## src/rtl/vga_timing_pkg.sv

```systemverilog
// Shared 640x480@60 timing constants, counter width and a region decoder
// used by the VGA sync generator.
package vga_timing_pkg;

  localparam int CNT_W     = 10;
  localparam int MAX_TOTAL = 1 << CNT_W;

  localparam int H_ACTIVE_DEF = 640;
  localparam int H_FP_DEF     = 16;
  localparam int H_SYNC_DEF   = 96;
  localparam int H_BP_DEF     = 48;
  localparam int H_TOTAL_DEF  = H_ACTIVE_DEF + H_FP_DEF + H_SYNC_DEF + H_BP_DEF;

  localparam int V_ACTIVE_DEF = 480;
  localparam int V_FP_DEF     = 10;
  localparam int V_SYNC_DEF   = 2;
  localparam int V_BP_DEF     = 33;
  localparam int V_TOTAL_DEF  = V_ACTIVE_DEF + V_FP_DEF + V_SYNC_DEF + V_BP_DEF;

  typedef enum logic [1:0] {
    VISIBLE,
    FRONT,
    SYNC,
    BACK
  } region_e;

  // Regions run visible -> front porch -> sync -> back porch from position 0.
  function automatic region_e region_of(input logic [CNT_W-1:0] pos,
                                        input int active,
                                        input int fp,
                                        input int sync);
    int p;
    p = int'(pos);
    if (p < active)                  return VISIBLE;
    else if (p < active + fp)        return FRONT;
    else if (p < active + fp + sync) return SYNC;
    else                             return BACK;
  endfunction

endpackage

```

## src/rtl/vga_pix_delay.sv

```systemverilog
// Tick-enabled shift register of STAGES entries; resets every entry to
// RST_VAL. STAGES = 0 is a plain wire.
module vga_pix_delay #(
  parameter int           W       = 3,
  parameter int           STAGES  = 0,
  parameter logic [W-1:0] RST_VAL = '0
) (
  input  logic         clk,
  input  logic         rst_n,
  input  logic         en,
  input  logic [W-1:0] d,
  output logic [W-1:0] q
);

  if (STAGES == 0) begin : g_pass
    logic unused_ctrl;
    assign unused_ctrl = ^{clk, rst_n, en};
    assign q = d;
  end else begin : g_shift
    logic [W-1:0] sr [STAGES];

    always_ff @(posedge clk or negedge rst_n) begin
      if (!rst_n) begin
        for (int i = 0; i < STAGES; i++) sr[i] <= RST_VAL;
      end else if (en) begin
        sr[0] <= d;
        for (int i = 1; i < STAGES; i++) sr[i] <= sr[i-1];
      end
    end

    assign q = sr[STAGES-1];
  end

endmodule

```

## src/rtl/vga_sync_gen.sv

```systemverilog
// VGA pixel-timing generator: clock divider to pixel tick, h/v counters,
// sync/visible decode and an optional tick-based delay on the sync bundle.
module vga_sync_gen
  import vga_timing_pkg::*;
#(
  parameter int H_ACTIVE = H_ACTIVE_DEF,
  parameter int H_FP     = H_FP_DEF,
  parameter int H_SYNC   = H_SYNC_DEF,
  parameter int H_BP     = H_BP_DEF,
  parameter int V_ACTIVE = V_ACTIVE_DEF,
  parameter int V_FP     = V_FP_DEF,
  parameter int V_SYNC   = V_SYNC_DEF,
  parameter int V_BP     = V_BP_DEF,
  parameter int CLK_DIV  = 4,
  parameter int PIPE_DLY = 0
) (
  input  logic             clk,
  input  logic             rst_n,
  output logic             pix_tick,
  output logic [CNT_W-1:0] pixel_x,
  output logic [CNT_W-1:0] pixel_y,
  output logic             video_on,
  output logic             Hsync,
  output logic             Vsync,
  output logic             line_start,
  output logic             frame_start
);

  localparam int H_TOTAL = H_ACTIVE + H_FP + H_SYNC + H_BP;
  localparam int V_TOTAL = V_ACTIVE + V_FP + V_SYNC + V_BP;
  localparam int DIV_W   = 4;

  localparam logic [DIV_W-1:0] DIV_LAST = DIV_W'(CLK_DIV - 1);
  localparam logic [CNT_W-1:0] H_LAST   = CNT_W'(H_TOTAL - 1);
  localparam logic [CNT_W-1:0] V_LAST   = CNT_W'(V_TOTAL - 1);

  if (H_TOTAL > MAX_TOTAL || V_TOTAL > MAX_TOTAL) begin : g_chk_total
    $error("vga_sync_gen: H_TOTAL or V_TOTAL exceeds the counter range");
  end
  if (CLK_DIV < 2 || CLK_DIV > 16) begin : g_chk_div
    $error("vga_sync_gen: CLK_DIV must be 2..16");
  end
  if (PIPE_DLY < 0 || PIPE_DLY > 7) begin : g_chk_dly
    $error("vga_sync_gen: PIPE_DLY must be 0..7");
  end

  logic [DIV_W-1:0] div;
  logic [CNT_W-1:0] h, v, h_nxt, v_nxt;
  logic             h_wrap, v_wrap;
  region_e          h_reg, v_reg;
  logic             hs_nxt, vs_nxt, vo_nxt;
  logic             hs0, vs0, vo0;
  logic [2:0]       dly_q;

  assign pix_tick = (div == DIV_LAST);
  assign h_wrap   = (h == H_LAST);
  assign v_wrap   = (v == V_LAST);

  // Next position on a tick; status is decoded from it so stage 0 lines up
  // with the counters it is loaded alongside.
  always_comb begin
    h_nxt = h_wrap ? '0 : h + CNT_W'(1);
    v_nxt = v;
    if (h_wrap) v_nxt = v_wrap ? '0 : v + CNT_W'(1);
  end

  assign h_reg  = region_of(h_nxt, H_ACTIVE, H_FP, H_SYNC);
  assign v_reg  = region_of(v_nxt, V_ACTIVE, V_FP, V_SYNC);
  assign hs_nxt = (h_reg != SYNC);
  assign vs_nxt = (v_reg != SYNC);
  assign vo_nxt = (h_reg == VISIBLE) && (v_reg == VISIBLE);

  // Counters start at the last position so the first tick lands on (0,0).
  always_ff @(posedge clk or negedge rst_n) begin
    if (!rst_n) begin
      div         <= '0;
      h           <= H_LAST;
      v           <= V_LAST;
      hs0         <= 1'b1;
      vs0         <= 1'b1;
      vo0         <= 1'b0;
      line_start  <= 1'b0;
      frame_start <= 1'b0;
    end else begin
      div         <= pix_tick ? '0 : div + DIV_W'(1);
      line_start  <= pix_tick && h_wrap;
      frame_start <= pix_tick && h_wrap && v_wrap;
      if (pix_tick) begin
        h   <= h_nxt;
        v   <= v_nxt;
        hs0 <= hs_nxt;
        vs0 <= vs_nxt;
        vo0 <= vo_nxt;
      end
    end
  end

  vga_pix_delay #(
    .W       (3),
    .STAGES  (PIPE_DLY),
    .RST_VAL (3'b110)
  ) u_dly (
    .clk   (clk),
    .rst_n (rst_n),
    .en    (pix_tick),
    .d     ({hs0, vs0, vo0}),
    .q     (dly_q)
  );

  assign {Hsync, Vsync, video_on} = dly_q;
  assign pixel_x = h;
  assign pixel_y = v;

endmodule

```

## config.mk

```make
export PLATFORM = sky130hd
export DESIGN_NAME = vga_sync_gen
export DESIGN_NICKNAME = d
export VERILOG_FILES = /design/src/rtl/vga_timing_pkg.sv /design/src/rtl/vga_pix_delay.sv /design/src/rtl/vga_sync_gen.sv
export SDC_FILE = /design/constraint.sdc
export NUM_CORES = 1
export LEC_CHECK = 0
export BUFFER_PORTS_ARGS = -buffer_cell sky130_fd_sc_hd__buf_4
export CAP_MARGIN = 10
export CORE_MARGIN = 4
export CORE_UTILIZATION = 55
export CTS_BUF_LIST = sky130_fd_sc_hd__clkbuf_4 sky130_fd_sc_hd__clkbuf_8
export CTS_CLUSTER_SIZE = 28
export DETAILED_ROUTE_END_ITERATION = 8
export GPL_ROUTABILITY_DRIVEN = 1
export GPL_TIMING_DRIVEN = 1
export PLACE_DENSITY = 0.81
export RECOVER_POWER = 50
export SYNTH_ARGS = -nofsm -noshare
export SYNTH_HDL_FRONTEND = slang
export SYNTH_SLANG_ARGS = --single-unit
```

## constraint.sdc

```tcl
create_clock -name clk -period 2.6 [get_ports clk]
set_input_delay 0.26 -clock clk [delete_from_list [all_inputs] [get_ports clk]]
set_output_delay 0.26 -clock clk [all_outputs]
set_load 0.005 [all_outputs]
```

==> run metrics <==
CTS tree yes; crit path buf inv count 1; fin area 0.00198 sq mm; first-pass GRT wire length 7130 um; pwr dens 386 mW/mm^2; CTS resizes 0; DR DRC count 0; ratio of cells with drive above 1 in the final layout 25.9%; chip width 63.4 um; CP startpoint kind flip-flop; Synth top area share 25.2%; leak pwr 0.816 nW; largest net degree at the start of global routing 30; # nets final 217; number of port buffers 27; total negative setup slack 0 ps; total CTS buffers 5; unrepaired setup endpoints after global routing false; CP Cell Sequence ha_1, and4_1, and3_1, nand2_2, inv_1, nand2_1, o41ai_1; Final period util 90.6%; Rows 19; number of synthesized register bits 29; Routed Antenna Nets 0; io pins 28; grt total ovfl 0; Peak VDD IR 0.000359 V; area grow syn2layout 17.3%; vias per cell 6.25; final non-filler cell total 243; Hold Crit Depth 1; Syn Nets 186; Rel. slew slack 0.294%; Data required, critical path 2810 ps; Max-cap violations 0; via count 1519; clock-pin slew on the worst setup and hold paths 90 ps; Die Height 63.4 um; critical path depth 7; Clock Skew 11.5 ps; CP arrival 2560 ps; r2r endpoint pixel_y[5]; 1st-iter DRT viols 181; R2R Setup Slk 240 ps; clock root cell clkbuf_4; RR Startpoint pixel_x[0]; Worst-Margin Slew 1500 ps; placed cells 234; Gate Count Post-Synth 180; Hold Violations, Final 0; Mapped Area 0.00169 sq mm; nature of the critical path endpoint flip-flop; Distinct cells, synth 47; top cells by count, synth nor2_1 (23), nand2_1 (19), dfrtp_1 (17); DP HPWL 2850 um; Routed Wire Length 3960 um; CP delay by family, top simple AND/OR/NAND/NOR gates; CP max FO 12; GRT Total Usage 22.2%; total core area 0.00285 sq mm; ANT cells 0; average size of a mapped cell 9.38 sq um; sequential area share after synthesis 43.9%; status finished clean; cell taking the most area after synthesis dfrtp_1; Max Root-Sink Buffers 2; Post-synth EDFFs 0; CP max-delay cell dfstp_2; worst-skew pair later-pin latency 320 ps; HP Start div[0]; placed cell areas 0.00191 sq mm; Post-synth ARST share 100%; Slew Viols, Final 0; Core Util, Final 69.5%; post-route minimum period 2360 ps; synth top area cells dfrtp_1 (25%), dfstp_2 (19%), nor2_1 (5.1%), nand2_1 (4.2%), o21ai_0 (4.1%); RePlAce Congestion 0.926; Register-to-Register Path Depth 7; worst hold path endpoint div[0]; die area 0.00402 sq mm; Worst path max stage delay 580 ps; initial antenna violation count 0; Post-synth top flop dfrtp_1; count leader, synth nor2_1; wire length per cell 16.3 um; Max Freq 425 MHz; clock sink count 29; crit path kind flip-flop to flip-flop; worst hold path type flip-flop to flip-flop; Initial Utilization 59.2%; Pre-Repair DR Iteration Count 4; Final setup violation count 0; H-tree Lvls 2; Ys Warns 0; vias in the first global route 1507
[layer usage]
metal / vias up / wire length (um) / global-route usage (%)
met4: 0 / 51 / 8.63
met2: 60 / 2020 / 36.8
met5: - / 0 / 0
met3: 7 / 238 / 6.04
met1: 740 / 1650 / 27.4
li1: 712 / - / -
[layout make-up]
cell class                      count  area, sq um
Clock buffer                        8         66.3
Fill cell                         233          871
Inverter                            7         26.3
Multi-Input combinational cell    138          886
Sequential cell                    29          741
Tap cell                           31         38.8
Timing Repair Buffer               30          224
[sequential cells by signal, indices dropped and copies added (netlist names)]
register and cells:
div 4, frame_start 1, hs0 1, line_start 1, pixel_x 10, pixel_y 10
vo0 1, vs0 1
[through the flow]
stage	total power, mW	setup slack (ps)	hold slack, ps
after global routing	0.805	70.6	502
after global placement	0.469	452	190
after detailed placement	0.470	343	205
final	0.765	245	471
after CTS	0.772	284	388
after floorplan	0.460	608	-35.6
[logic make-up after synthesis]
family                   Yosys count  synth area share (%)
AO/OA/AOI/OAI                     41                  17.2
buffers and inverters             13                  3.70
XOR/XNOR                          12                  6.22
adder cells (fa/ha/maj)            4                  2.96
AND/OR/NAND/NOR                   81                  26.1
flip-flops                        29                  43.9
[report_power, final]
group / leakage (nW) / switching [mW] / total [mW] / internal [mW]
logic: 0.425 / 0.00828 / 0.00956 / 0.00129
registers: 0.352 / 0 / 0.451 / 0.451
clock network: 0.0394 / 0.150 / 0.304 / 0.154
[worst max-delay path by stage]
stage                             to  slack (ps)  startpoint
after floorplan                  vs0         610  pixel_x[0]
after global placement           vs0         450  pixel_x[0]
after detailed placement  pixel_y[5]         340  pixel_x[0]
after CTS                 pixel_y[5]         280  pixel_x[0]
after global routing      pixel_y[5]          70  pixel_x[0]
final                     pixel_y[5]         240  pixel_x[0]
[layout by cell type (no fill, tap or decap), drive strengths merged, types with 2 or more instances in the layout]
master | Yosys | layout
ha | 4 | 4
xnor2 | 7 | 7
inv | 7 | 7
dfstp | 12 | 12
and4 | 2 | 2
o41ai | 4 | 4
nor2 | 23 | 23
nor3 | 2 | 2
a21oi | 8 | 8
clkbuf | 2 | 17
nand3 | 14 | 14
nand4 | 3 | 3
and3 | 3 | 3
buf | 4 | 20
nand2 | 20 | 20
o21ai | 15 | 15
a31oi | 2 | 2
o31ai | 4 | 4
dfrtp | 17 | 17
nand4b | 2 | 2
xor2 | 5 | 5
nor4 | 2 | 2
nand2b | 3 | 3
[repair_timing]
action,CTS,global route
buffers inserted,0,0
endpoints found under the hold margin,17,0
hold buffers,1,0
Note: power is estimated with default switching activity, not from simulation.
